===== src/rtl/intel_vip_reset_gen_sequencer.sv =====
`default_nettype none
// ============================================================================
// Module   : intel_vip_reset_gen_sequencer
// Purpose  : Ordered reset-release controller. It releases each stage in turn,
//            waits for that stage's ready, flags timeouts and re-sequences
//            when a confirmed stage loses ready.
// Revision : 1.0 - initial release
// ============================================================================
module intel_vip_reset_gen_sequencer #(
  parameter int NUM_STAGES     = 4,
  parameter int HOLD_CYCLES    = 16,
  parameter int STAGE_DELAY    = 8,
  parameter int TIMEOUT_CYCLES = 1024,
  localparam int c_IDX_W = (NUM_STAGES > 2) ? $clog2(NUM_STAGES) : 1
) (
  input  logic                  clk,
  input  logic                  reset,
  input  logic                  sw_reset_req,
  input  logic [NUM_STAGES-1:0] stage_ready,
  output logic [NUM_STAGES-1:0] stage_reset,
  output logic                  all_released,
  output logic                  fault,
  output logic [c_IDX_W-1:0]    fault_stage
);

  localparam int c_CNT_MAX = (HOLD_CYCLES > STAGE_DELAY)
                           ? ((HOLD_CYCLES > TIMEOUT_CYCLES) ? HOLD_CYCLES : TIMEOUT_CYCLES)
                           : ((STAGE_DELAY > TIMEOUT_CYCLES) ? STAGE_DELAY : TIMEOUT_CYCLES);
  localparam int c_CNT_W = $clog2(c_CNT_MAX + 1);

  localparam logic [c_CNT_W-1:0] c_HOLD_LAST  = c_CNT_W'(HOLD_CYCLES - 1);
  localparam logic [c_CNT_W-1:0] c_DELAY_LAST = c_CNT_W'(STAGE_DELAY - 1);
  localparam logic [c_CNT_W-1:0] c_TO_LAST    = c_CNT_W'(TIMEOUT_CYCLES - 1);
  localparam logic [c_CNT_W-1:0] c_CNT_ONE    = c_CNT_W'(1);
  localparam logic [c_IDX_W-1:0] c_IDX_LAST   = c_IDX_W'(NUM_STAGES - 1);
  localparam logic [c_IDX_W-1:0] c_IDX_ONE    = c_IDX_W'(1);

  localparam logic [2:0] c_ST_ASSERT = 3'd0;
  localparam logic [2:0] c_ST_HOLD   = 3'd1;
  localparam logic [2:0] c_ST_WAIT   = 3'd2;
  localparam logic [2:0] c_ST_DELAY  = 3'd3;
  localparam logic [2:0] c_ST_RUN    = 3'd4;
  localparam logic [2:0] c_ST_FAULT  = 3'd5;

  logic [2:0]            r_state;
  logic [2:0]            w_state_nxt;
  logic [c_IDX_W-1:0]    r_idx;
  logic [c_IDX_W-1:0]    w_idx_nxt;
  logic [c_CNT_W-1:0]    r_count;
  logic [c_CNT_W-1:0]    w_count_nxt;
  logic [NUM_STAGES-1:0] w_confirmed;
  logic [NUM_STAGES-1:0] w_stage_reset_nxt;
  logic                  w_lost;
  logic                  w_ready_cur;
  logic                  w_released;
  logic                  w_all_released_nxt;
  logic                  w_fault_nxt;
  logic [c_IDX_W-1:0]    w_fault_stage_nxt;

  // Stages already confirmed ready; the stage currently awaited is excluded.
  always_comb begin
    w_confirmed = '0;
    for (int j = 0; j < NUM_STAGES; j++) begin
      w_confirmed[j] = (r_state == c_ST_RUN) ||
                       (((r_state == c_ST_WAIT) || (r_state == c_ST_DELAY)) &&
                        (c_IDX_W'(j) < r_idx));
    end
  end

  assign w_lost      = |(w_confirmed & ~stage_ready);
  assign w_ready_cur = stage_ready[r_idx];

  always_ff @(posedge clk) begin
    if (reset) begin
      r_state      <= c_ST_ASSERT;
      r_idx        <= '0;
      r_count      <= '0;
      stage_reset  <= '1;
      all_released <= 1'b0;
      fault        <= 1'b0;
      fault_stage  <= '0;
    end else begin
      r_state      <= w_state_nxt;
      r_idx        <= w_idx_nxt;
      r_count      <= w_count_nxt;
      stage_reset  <= w_stage_reset_nxt;
      all_released <= w_all_released_nxt;
      fault        <= w_fault_nxt;
      fault_stage  <= w_fault_stage_nxt;
    end
  end

  always_comb begin
    w_state_nxt = r_state;
    w_idx_nxt   = r_idx;
    w_count_nxt = r_count;
    if (sw_reset_req) begin
      w_state_nxt = c_ST_ASSERT;
      w_idx_nxt   = '0;
      w_count_nxt = '0;
    end else begin
      case (r_state)
        c_ST_ASSERT: begin
          w_state_nxt = c_ST_HOLD;
          w_idx_nxt   = '0;
          w_count_nxt = '0;
        end
        c_ST_HOLD: begin
          if (r_count == c_HOLD_LAST) begin
            w_state_nxt = c_ST_WAIT;
            w_idx_nxt   = '0;
            w_count_nxt = '0;
          end else begin
            w_count_nxt = r_count + c_CNT_ONE;
          end
        end
        c_ST_WAIT: begin
          if (w_lost) begin
            w_state_nxt = c_ST_ASSERT;
            w_idx_nxt   = '0;
            w_count_nxt = '0;
          end else if (w_ready_cur) begin
            w_state_nxt = (r_idx == c_IDX_LAST) ? c_ST_RUN : c_ST_DELAY;
            w_count_nxt = '0;
          end else if (r_count == c_TO_LAST) begin
            w_state_nxt = c_ST_FAULT;
            w_count_nxt = '0;
          end else begin
            w_count_nxt = r_count + c_CNT_ONE;
          end
        end
        c_ST_DELAY: begin
          if (w_lost) begin
            w_state_nxt = c_ST_ASSERT;
            w_idx_nxt   = '0;
            w_count_nxt = '0;
          end else if (r_count == c_DELAY_LAST) begin
            w_state_nxt = c_ST_WAIT;
            w_idx_nxt   = r_idx + c_IDX_ONE;
            w_count_nxt = '0;
          end else begin
            w_count_nxt = r_count + c_CNT_ONE;
          end
        end
        c_ST_RUN: begin
          if (w_lost) begin
            w_state_nxt = c_ST_ASSERT;
            w_idx_nxt   = '0;
            w_count_nxt = '0;
          end
        end
        c_ST_FAULT: begin
          w_state_nxt = c_ST_FAULT;
        end
        default: begin
          w_state_nxt = c_ST_ASSERT;
          w_idx_nxt   = '0;
          w_count_nxt = '0;
        end
      endcase
    end
  end

  // Outputs are decoded from the next state so they register on the same edge.
  always_comb begin
    w_released = (w_state_nxt == c_ST_WAIT) || (w_state_nxt == c_ST_DELAY) ||
                 (w_state_nxt == c_ST_RUN);
    w_stage_reset_nxt = '1;
    for (int j = 0; j < NUM_STAGES; j++) begin
      w_stage_reset_nxt[j] = !(w_released && (c_IDX_W'(j) <= w_idx_nxt));
    end
    w_all_released_nxt = (w_state_nxt == c_ST_RUN);
    w_fault_nxt        = (w_state_nxt == c_ST_FAULT) ||
                         (fault && (w_state_nxt == c_ST_ASSERT));
    w_fault_stage_nxt  = ((w_state_nxt == c_ST_FAULT) && (r_state != c_ST_FAULT))
                       ? r_idx : fault_stage;
  end

endmodule
`default_nettype wire


===== config.mk =====
export PLATFORM = sky130hd
export DESIGN_NAME = intel_vip_reset_gen_sequencer
export DESIGN_NICKNAME = d
export VERILOG_FILES = /design/src/rtl/intel_vip_reset_gen_sequencer.sv
export SDC_FILE = /design/constraint.sdc
export NUM_CORES = 1
export LEC_CHECK = 0
export ABC_AREA = 1
export CAP_MARGIN = 20
export CORE_MARGIN = 2
export CORE_UTILIZATION = 55
export DETAILED_ROUTE_END_ITERATION = 8
export HOLD_SLACK_MARGIN = 0.03
export PLACE_DENSITY = 0.86
export SLEW_MARGIN = 25
export SYNTH_ARGS = -nofsm -noshare
export SYNTH_HDL_FRONTEND = slang
export SYNTH_SLANG_ARGS = --single-unit

===== constraint.sdc =====
create_clock -name clk -period 2.7 [get_ports clk]
set_clock_uncertainty 0.2 [all_clocks]
set_input_delay 0.54 -clock clk [delete_from_list [all_inputs] [get_ports clk]]
set_output_delay 0.54 -clock clk [all_outputs]
set_load 0.1 [all_outputs]

---- Yosys cells after proc, flatten, opt, wreduce, memory -nomap -nowiden ----
Cells that the tools add are included.
word-level totals
  register bits ........................... 24
  bits of input ports ..................... 7
cells by class
  add/sub/neg operators ................... 2
  bitwise gates (word level) .............. 3
  reductions and logical operators ........ 28
  equal/unequal tests ..................... 15
  magnitude comparators ................... 9
  muxes and demuxes ....................... 26
operators with widths
  kind                                                            number
  two-way mux 11 bit                                              7
  one-hot mux 11 bit (5 select lines)                             1
  two-way mux 3 bit                                               9
  one-hot mux 3 bit (6 select lines)                              1
  equality test 3 x 2 -> 1 bit (second input constant)            4
  equality test 3 bit (second input constant)                     4
  adder 11 x 1 -> 11 bit (second input constant)                  1
  equality test 11 x 10 -> 1 bit (second input constant)          1
  equality test 11 x 3 -> 1 bit (second input constant)           1
  equality test 11 x 4 -> 1 bit (second input constant)           1
  logical AND 1 bit                                               10
  two-way mux 2 bit                                               5
  logical OR 1 bit                                                8
  one-hot mux 2 bit (4 select lines)                              1
  zero test 3 bit                                                 2
  AND 4 bit                                                       1
  less-or-equal comparator 1 x 2 -> 1 bit (first input constant)  2
  less-or-equal comparator 2 bit (first input constant)           2
  zero test 1 bit                                                 4
  less-than comparator 1 x 2 -> 1 bit (first input constant)      2
  less-than comparator 2 bit (first input constant)               2
  NOT 4 bit                                                       1
  OR reduction 2 bit                                              2
  OR reduction 4 bit                                              1
  10 further kinds                                                10

---- Logic depth before layout (Yosys ltp) ----
Gate-level depths: netlist (run 1).
  depth after elaboration ................. 14
  depth in mapped cells ................... 15

---- Worst setup path after synthesis (run 1) ----
OpenSTA, ideal clock, no wires.
  path type ............................... register -> register
  from .................................... reg r_idx[1]
  to ...................................... reg stage_reset[3]
  buffers on the path ..................... 0
  required time ........................... 2.373 ns
  setup slack ............................. 0.811 ns
  clock period less this slack ............ 1.889 ns
  arrival time ............................ 1.562 ns
  cell stages (with the launch flop) ...... 15
  cell sequence ........................... dfxtp_1 -> inv_1 -> ha_1 -> inv_1 -> nand2_1 -> nand3_1 -> nand2_1 -> nand2_1 -> nand2_4 -> nand2_1 -> nand2_2 -> nand2_2 -> inv_2 -> o21ai_4 -> nand3_1
between the ends
  longest elaborated chain between the ends .. 13
  elaborated cells between the ends (all ways) .. 39
  classes of those cells .................. 1 x add/sub; 5 x order compare; 4 x eq/ne; 15 x mux; 1 x bitwise; 13 x reduce/logical
ends and longest elaborated chain
  item                                                                               line           text
  start, declared                                                                    47             logic [c_IDX_W-1:0] r_idx;
  start signal, assigned                                                             84             r_idx <= w_idx_nxt;
  less-than comparator 1 x 2 -> 1 bit or less-than comparator 2 bit (tied branches)  66             (c_IDX_W'(j) < r_idx));
  logical AND 1 bit                                                                  65             (((r_state == c_ST_WAIT) || (r_state == c_ST_DELAY)) &&
  logical OR 1 bit                                                                   64             w_confirmed[j] = (r_state == c_ST_RUN) ||
  AND 4 bit                                                                          70             assign w_lost = |(w_confirmed & ~stage_ready);
  OR reduction 4 bit                                                                 70
  two-way mux 3 bit, on equally long branches                                        146, 118, 133
  one-hot mux 3 bit (6 select lines)                                                 102            case (r_state)
  two-way mux 3 bit                                                                  97             if (sw_reset_req) begin
  equality test 3 x 2 -> 1 bit                                                       166            w_released = (w_state_nxt == c_ST_WAIT) || (w_state_nxt == c_ST_DELAY) ||
  logical OR 1 bit (2 in a row)                                                      166
  logical AND 1 bit (*)                                                              170            w_stage_reset_nxt[j] = !(w_released && (c_IDX_W'(j) <= w_idx_nxt));
  zero test 1 bit (*)                                                                170
  end signal, assigned                                                               86             stage_reset <= w_stage_reset_nxt;
  end, declared                                                                      20             output logic [NUM_STAGES-1:0] stage_reset,
Every way passes the cells marked *; elsewhere a longest branch is shown, timed or not. The select of a mux whose other input is x is not followed.
A chain may end at the register's enable or synchronous reset.

---- Worst setup path in the final report (run 1) ----
  from .................................... reg r_count[0]
  to ...................................... reg r_count[5]
between the ends
  longest elaborated chain between the ends .. 5
  elaborated cells between the ends (all ways) .. 11
  classes of those cells .................. 1 x add/sub; 3 x eq/ne; 7 x mux
ends and longest elaborated chain
  item                                                                      line  text
  start, declared                                                           49    logic [c_CNT_W-1:0] r_count;
  start signal, assigned                                                    85    r_count <= w_count_nxt;
  adder 11 x 1 -> 11 bit or equality test 11 x 10 -> 1 bit (tied branches)  n/a
  two-way mux 11 bit                                                        125   end else if (r_count == c_TO_LAST) begin
  two-way mux 11 bit                                                        122   end else if (w_ready_cur) begin
  two-way mux 11 bit                                                        118   if (w_lost) begin
  one-hot mux 11 bit (5 select lines) (*)                                   102
Every way passes the cells marked *; elsewhere a longest branch is shown, timed or not.

==> impl_metrics.tcl, run 1 <==
set metrics [dict create \
    outcome "finished clean" \
    reg2regPathDepth 10 \
    syn_avg_cell_area_sq_um 6.55 \
    r2r_slack_ns 0.54 \
    drtIter0Drc 55 \
    core-area_sq_um 2710 \
    synth_most_common_cell "nand2_1" \
    num_rows 19 \
    grt_max_degree 15 \
    timing.rr.end "r_count[5]" \
    dp_hpwl_um 2670 \
    cts.path.max_buffers 2 \
    finalPower_w 0.000650 \
    tritoncts "done" \
    min_to "fault_stage[0]" \
    p_per_area_nw_per_um2 369 \
    routed_wl_um 3350 \
    hp-class "flop to flop" \
    gp_congestion 0.899 \
    final-instance-count-excl-fill 285 \
    peakVddDrop_mv 0.469 \
    start_kind "flop" \
    synthTopCellsByArea "dfxtp_1 (31%), nand2_1 (13%), nor2_1 (8.6%)" \
    die_h_um 56.8 \
    synth_common_cells "nand2_1 (52), nor2_1 (35), inv_1 (30)" \
    area_growth_syn_to_layout_pct 15.0 \
    antenna_found_initial 0 \
    fmax_ghz 0.462 \
    vias 1472 \
    grt.overflow.total 0 \
    crit_type "flop to flop" \
    syn_inst 234 \
    yosysUniqueCellTypes 30 \
    p_leak_nw 0.845 \
    yosysSeqAreaShare_pct 31.3 \
    clock_latency_ns 0.31 \
    syn-cell-area_sq_um 1530 \
    clock_sinks 24 \
    synth_edf_count 0 \
    worstSetupEndpointType "flop" \
    ioPinCount 15 \
    worstReg2RegStart "r_count[0]" \
    first_global_vias 1371 \
    cts-buffers-inserted 3 \
    initial_core_util_pct 56.6 \
    cp_max_fo 8 \
    grt_pass1_wl_um 5920 \
    hold_violations 0 \
    grt_use_total_pct 22.6 \
    die-area_sq_um 3230 \
    critPathArrivalTime_ns 2.18 \
    min_path_cells 4 \
    cts-root-buf "clkbuf_4" \
    relSlewSlack_pct 79.7 \
    min_period_over_period_pct 80.1 \
    path_clk_slew_ns 0.13 \
    setup_tns_ns 0 \
    tightest_slew_ns 0.304 \
    finalSetupViolations 0 \
    final_net_count 266 \
    synth_top_flop_cell "dfxtp_1" \
    detail-route-antenna-nets 0 \
    rsz0062_at_grt "false" \
    crit_required_ns 2.71 \
    cts.repair.resized 0 \
    layout-drive-gt1-share_pct 18.9 \
    io_buffers 14 \
    drt_pre_antenna_iters 4 \
    wl_per_cell_um 11.8 \
    place_inst 281 \
    worst_slack_ns 0.537 \
    dp_worst_setup_slack_ns 0.225 \
    die_x_um 56.8 \
    cts_setup_buffers 0 \
    fin_crit_ns 2.16 \
    htreeDepth 1 \
    ys_warn_count 0 \
    ys_ff_latch 24 \
    min_from "fault_stage[0]" \
    ctsHoldBuffers 0 \
    slew_viol_final 0 \
    synth_largest_area_cell "dfxtp_1" \
    drc_errors 0 \
    synth-async-reset-ratio_pct 0 \
    maxCapViolations 0 \
    via_per_inst 5.16 \
    diodes 0 \
    syn_nets 245 \
    synth_top_cell_area_share_pct 31.3 \
]
## final cells by class
class,instances,area (sq um)
Fill cell,260,947
Multi-Input combinational cell,170,900
Sequential cell,24,480
Inverter,39,149
Timing Repair Buffer,17,143
Tap cell,31,38.8
Clock inverter,1,30.0
Clock buffer,3,22.5
## sequential cells by signal, summed over array words and instances, names as in the netlist
signal / count
r_count: 11
stage_reset: 4
r_state: 3
fault_stage: 2
r_idx: 2
all_released: 1
fault: 1
## per-stage QoR
step | instance area, sq um | hold WS (ns) | util [%]
final | 1760 | 0.327 | 65.1
after CTS | 1760 | 0.331 | 65.1
after floorplan | 1530 | 0.310 | -
after global routing | 1760 | 0.368 | 65.1
after detailed placement | 1710 | 0.310 | 63.1
after global placement | 1710 | 0.299 | 63.1
## report_power, final
group,internal (W),switching (W)
clock network,0.000150,0.000102
logic,0.0000156,0.0000242
registers,0.000355,0.00000220
## worst max-delay path: stages (launching register included)
cell and delay [ns]:
dfxtp_1 0.43, ha_1 0.21, nand2_1 0.12, nor2_1 0.20, nand2_1 0.13, nand2_1 0.10, nor2_1 0.05, nor2_1 0.21
nand3_2 0.22, o211ai_1 0.15, inv_1 0.05
## how the worst max path moves through the flow
stage                     end  slack (ns)  depth (start not counted)            from
6_report           r_count[5]        0.54                         10      r_count[0]
5_1_grt            r_count[5]        0.30                         10      r_count[0]
4_1_cts        stage_reset[3]        0.56                         10  stage_ready[0]
3_5_place_dp   stage_reset[3]        0.22                         10  stage_ready[0]
3_3_place_gp   stage_reset[3]        0.26                         10  stage_ready[2]
2_1_floorplan  stage_reset[3]        0.81                         14        r_idx[1]
## routing by layer
| layer | track usage (%) | part of all wire, % | vias up | wire length, um |
|---|---|---|---|---|
| met3 | 1.38 | 4.0 | 6 | 134 |
| li1 | - | - | 785 | - |
| met4 | 6.98 | 1.5 | 0 | 50 |
| met2 | 37.9 | 46 | 33 | 1530 |
| met5 | 0 | 0 | - | 0 |
| met1 | 31.1 | 49 | 648 | 1630 |
## logic make-up (layout without fill, tap and decap cells)
family	count (synthesis)	after routing	share of synthesized area, %
XOR/XNOR	2	2	1.14
buffers and inverters	40	60	9.96
AND/OR/NAND/NOR	139	139	43.8
AO/OA/AOI/OAI	25	25	10.5
flip-flops	24	24	31.3
adder cells (fa/ha/maj)	4	4	3.27
## cell usage in the layout (no fill, tap or decap)
master	n
buf_4	11
nand4_1	3
nand3b_1	3
clkinv_1	1
o21ai_4	1
clkbuf_4	3
o211ai_1	3
nand2_1	52
nor2_1	35
inv_1	30
xor2_1	1
nand2_2	10
inv_4	1
o2111ai_1	3
nand3_1	19
or2_0	1
dfxtp_1	24
nor3_1	3
xnor2_1	1
nor2_2	3
nor2_4	1
inv_2	7
o21ai_0	6
ha_1	4
bufinv_16	1
nand2_4	2
nand3_2	6
nand4_2	1
a31o_2	1
o21ai_1	4
clkdlybuf4s50_1	6
a21oi_1	6
o22ai_1	1
No activity file was read; power rests on OpenSTA's default activity.
==> run 2, diff against run 1 <==
CORE_UTILIZATION = 51   (was 55)
PLACE_DENSITY = 0.84   (was 0.86)
clock period = 1.8 ns   (was 2.7 ns; I/O delays follow)
==> impl_metrics.tcl, run 2 (same netlist as run 1, synthesis figures left out) <==
set metrics [dict create \
    outcome "complete, but fails checks" \
    violations "design-rule violations, negative setup slack" \
    dp_hpwl_um 3160 \
    timing.rr.end "fault_stage[0]" \
    min_period_over_period_pct 120 \
    rsz0062_at_grt "true" \
    grt_pass1_wl_um 9610 \
    layout_common_cells "buf_4 (43), nand2_1 (32), inv_1 (27), nand2_2 (21), nor2_1 (19)" \
    met1Wirelength_um 2700 \
    clock_latency_ns 0.36 \
    initial_core_util_pct 54.6 \
    final_net_count 312 \
    p_switching_w 0.000276 \
    drtIter0Drc 401 \
    htreeDepth 1 \
    num_rows 19 \
    power_frac_comb_pct 9.5 \
    mostFrequentLayoutCell "buf_4" \
    grt_max_degree 15 \
    cts.path.max_buffers 2 \
    hold_violations 0 \
    ioPinCount 15 \
    core-area_sq_um 2810 \
    p_per_area_nw_per_um2 408 \
    via_per_inst 6.80 \
    largest_register_ffs 11 \
    die_h_um 58.8 \
    highest_layer "met4" \
    grt_use_total_pct 38.1 \
    hp-class "flop to flop" \
    finalSetupViolations 24 \
    post-route-util_pct 93.3 \
    pwr-share-seq_pct 50.0 \
    critPathArrivalTime_ns 2.26 \
    cp_max_fo 4 \
    maxCapViolations 0 \
    dp_worst_setup_slack_ns -0.486 \
    reg_top3 "r_count: 11 flops, stage_reset: 4 flops, r_state: 3 flops" \
    relSlewSlack_pct 65.7 \
    drc_errors 1 \
    r2r_slack_ns -0.36 \
    met3_length_um 1040 \
    diodes 0 \
    worstSetupEndpointType "flop" \
    regMostFlops "r_count" \
    drt_pre_antenna_iters 9 \
    ctsHoldBuffers 0 \
    netSwitchingFraction_pct 25.8 \
    path_clk_slew_ns 0.18 \
    intPower_w 0.000792 \
    layout-drive-gt1-share_pct 53.7 \
    grt.overflow.total 0 \
    gp_congestion 0.983 \
    first_global_vias 1968 \
    min_path_cells 4 \
    crit_type "flop to flop" \
    peakVddDrop_mv 0.425 \
    die_x_um 58.8 \
    worst_slack_ns -0.359 \
    min_from "fault_stage[1]" \
    wl_per_cell_um 24.4 \
    cts-root-buf "clkbuf_4" \
    reg2regPathDepth 12 \
    tightest_slew_ns 0.513 \
    min_to "fault_stage[1]" \
    vias 2252 \
    clock_sinks 24 \
    start_kind "flop" \
    routed_wl_um 8080 \
    tritoncts "done" \
    pwr-share-clk_pct 40.5 \
    area_growth_syn_to_layout_pct 70.8 \
    detail-route-antenna-nets 0 \
    cts-buffers-inserted 3 \
    io_buffers 14 \
    p_leak_nw 1.20 \
    die-area_sq_um 3460 \
    fin_crit_ns 2.16 \
    worstReg2RegStart "r_state[1]" \
    wl_met2_um 3470 \
    antenna_found_initial 0 \
    slew_viol_final 0 \
    fmax_ghz 0.463 \
    crit_required_ns 1.90 \
]
run 2: worst max-delay path, cell delays in order (launching register included):
cell	delay [ns]
dfxtp_1	0.42
inv_2	0.09
nor2_4	0.14
inv_2	0.09
nor2_1	0.19
nand2_1	0.14
nand2_1	0.11
nand2_2	0.07
nand2_4	0.13
nand4_4	0.15
nand2_2	0.14
nand2_2	0.07
nor2_4	0.15
run 2: through the flow:
| step | hold WS, ns | instance area, sq um | cells | power (W) | setup TNS (ns) |
|---|---|---|---|---|---|
| after floorplan | 0.275 | 1540 | 234 | 0.000581 | 0 |
| after global placement | 0.333 | 2080 | 316 | 0.000616 | -7.96 |
| after detailed placement | 0.341 | 2080 | 316 | 0.000618 | -8.86 |
| after CTS | 0.367 | 2380 | 325 | 0.00102 | -1.07 |
| after global routing | 0.450 | 2620 | 331 | 0.00108 | -10.18 |
| final | 0.424 | 2620 | 331 | 0.00107 | -5.50 |
run 2: power by group through the flow:
stage	Clock (W)	Sequential, W	Combinational (W)
detailed placement	0	0.000547	0.0000707
CTS	0.000406	0.000536	0.0000809
floorplan	0	0.000547	0.0000337
global placement	0	0.000547	0.0000686
finish	0.000433	0.000534	0.000101
global route	0.000439	0.000535	0.000105
run 2: metal layers:
layer | global-route usage (%) | vias to the layer above
li1 | - | 883
met1 | 44.4 | 996
met2 | 63.2 | 259
met3 | 8.35 | 114
met4 | 23.7 | 0
met5 | 0 | -
run 2: what timing repair did:
| item | 4_1_cts | 5_1_grt |
|---|---|---|
| pin swaps | 25 | 25 |
| gates cloned | 1 | 0 |
| setup buffers | 4 | 6 |
| resized for setup | 51 | 59 |
| endpoints found under the setup margin | 24 | 22 |
run 2: area by class of cell:
cell class                 count  area [sq um]
inverter                      39           159
clock inverter                 1          30.0
fill                          90           188
clock buffer                   3          22.5
multi-input combinational    171          1270
sequential                    24           497
timing repair buffer          62           604
tap                           31          38.8
run 2: worst max path at each step:
stage                        start              to  slack (ns)  cells past startpoint
floorplan                 r_idx[0]  stage_reset[3]       0.003                     14
global placement    stage_ready[1]      r_count[5]       -0.45                     12
detailed placement  stage_ready[1]      r_count[5]       -0.49                     12
CTS                       r_idx[0]           fault       -0.11                     15
global route            r_state[1]      r_count[7]       -0.62                     10
finish                  r_state[1]  fault_stage[0]       -0.36                     12
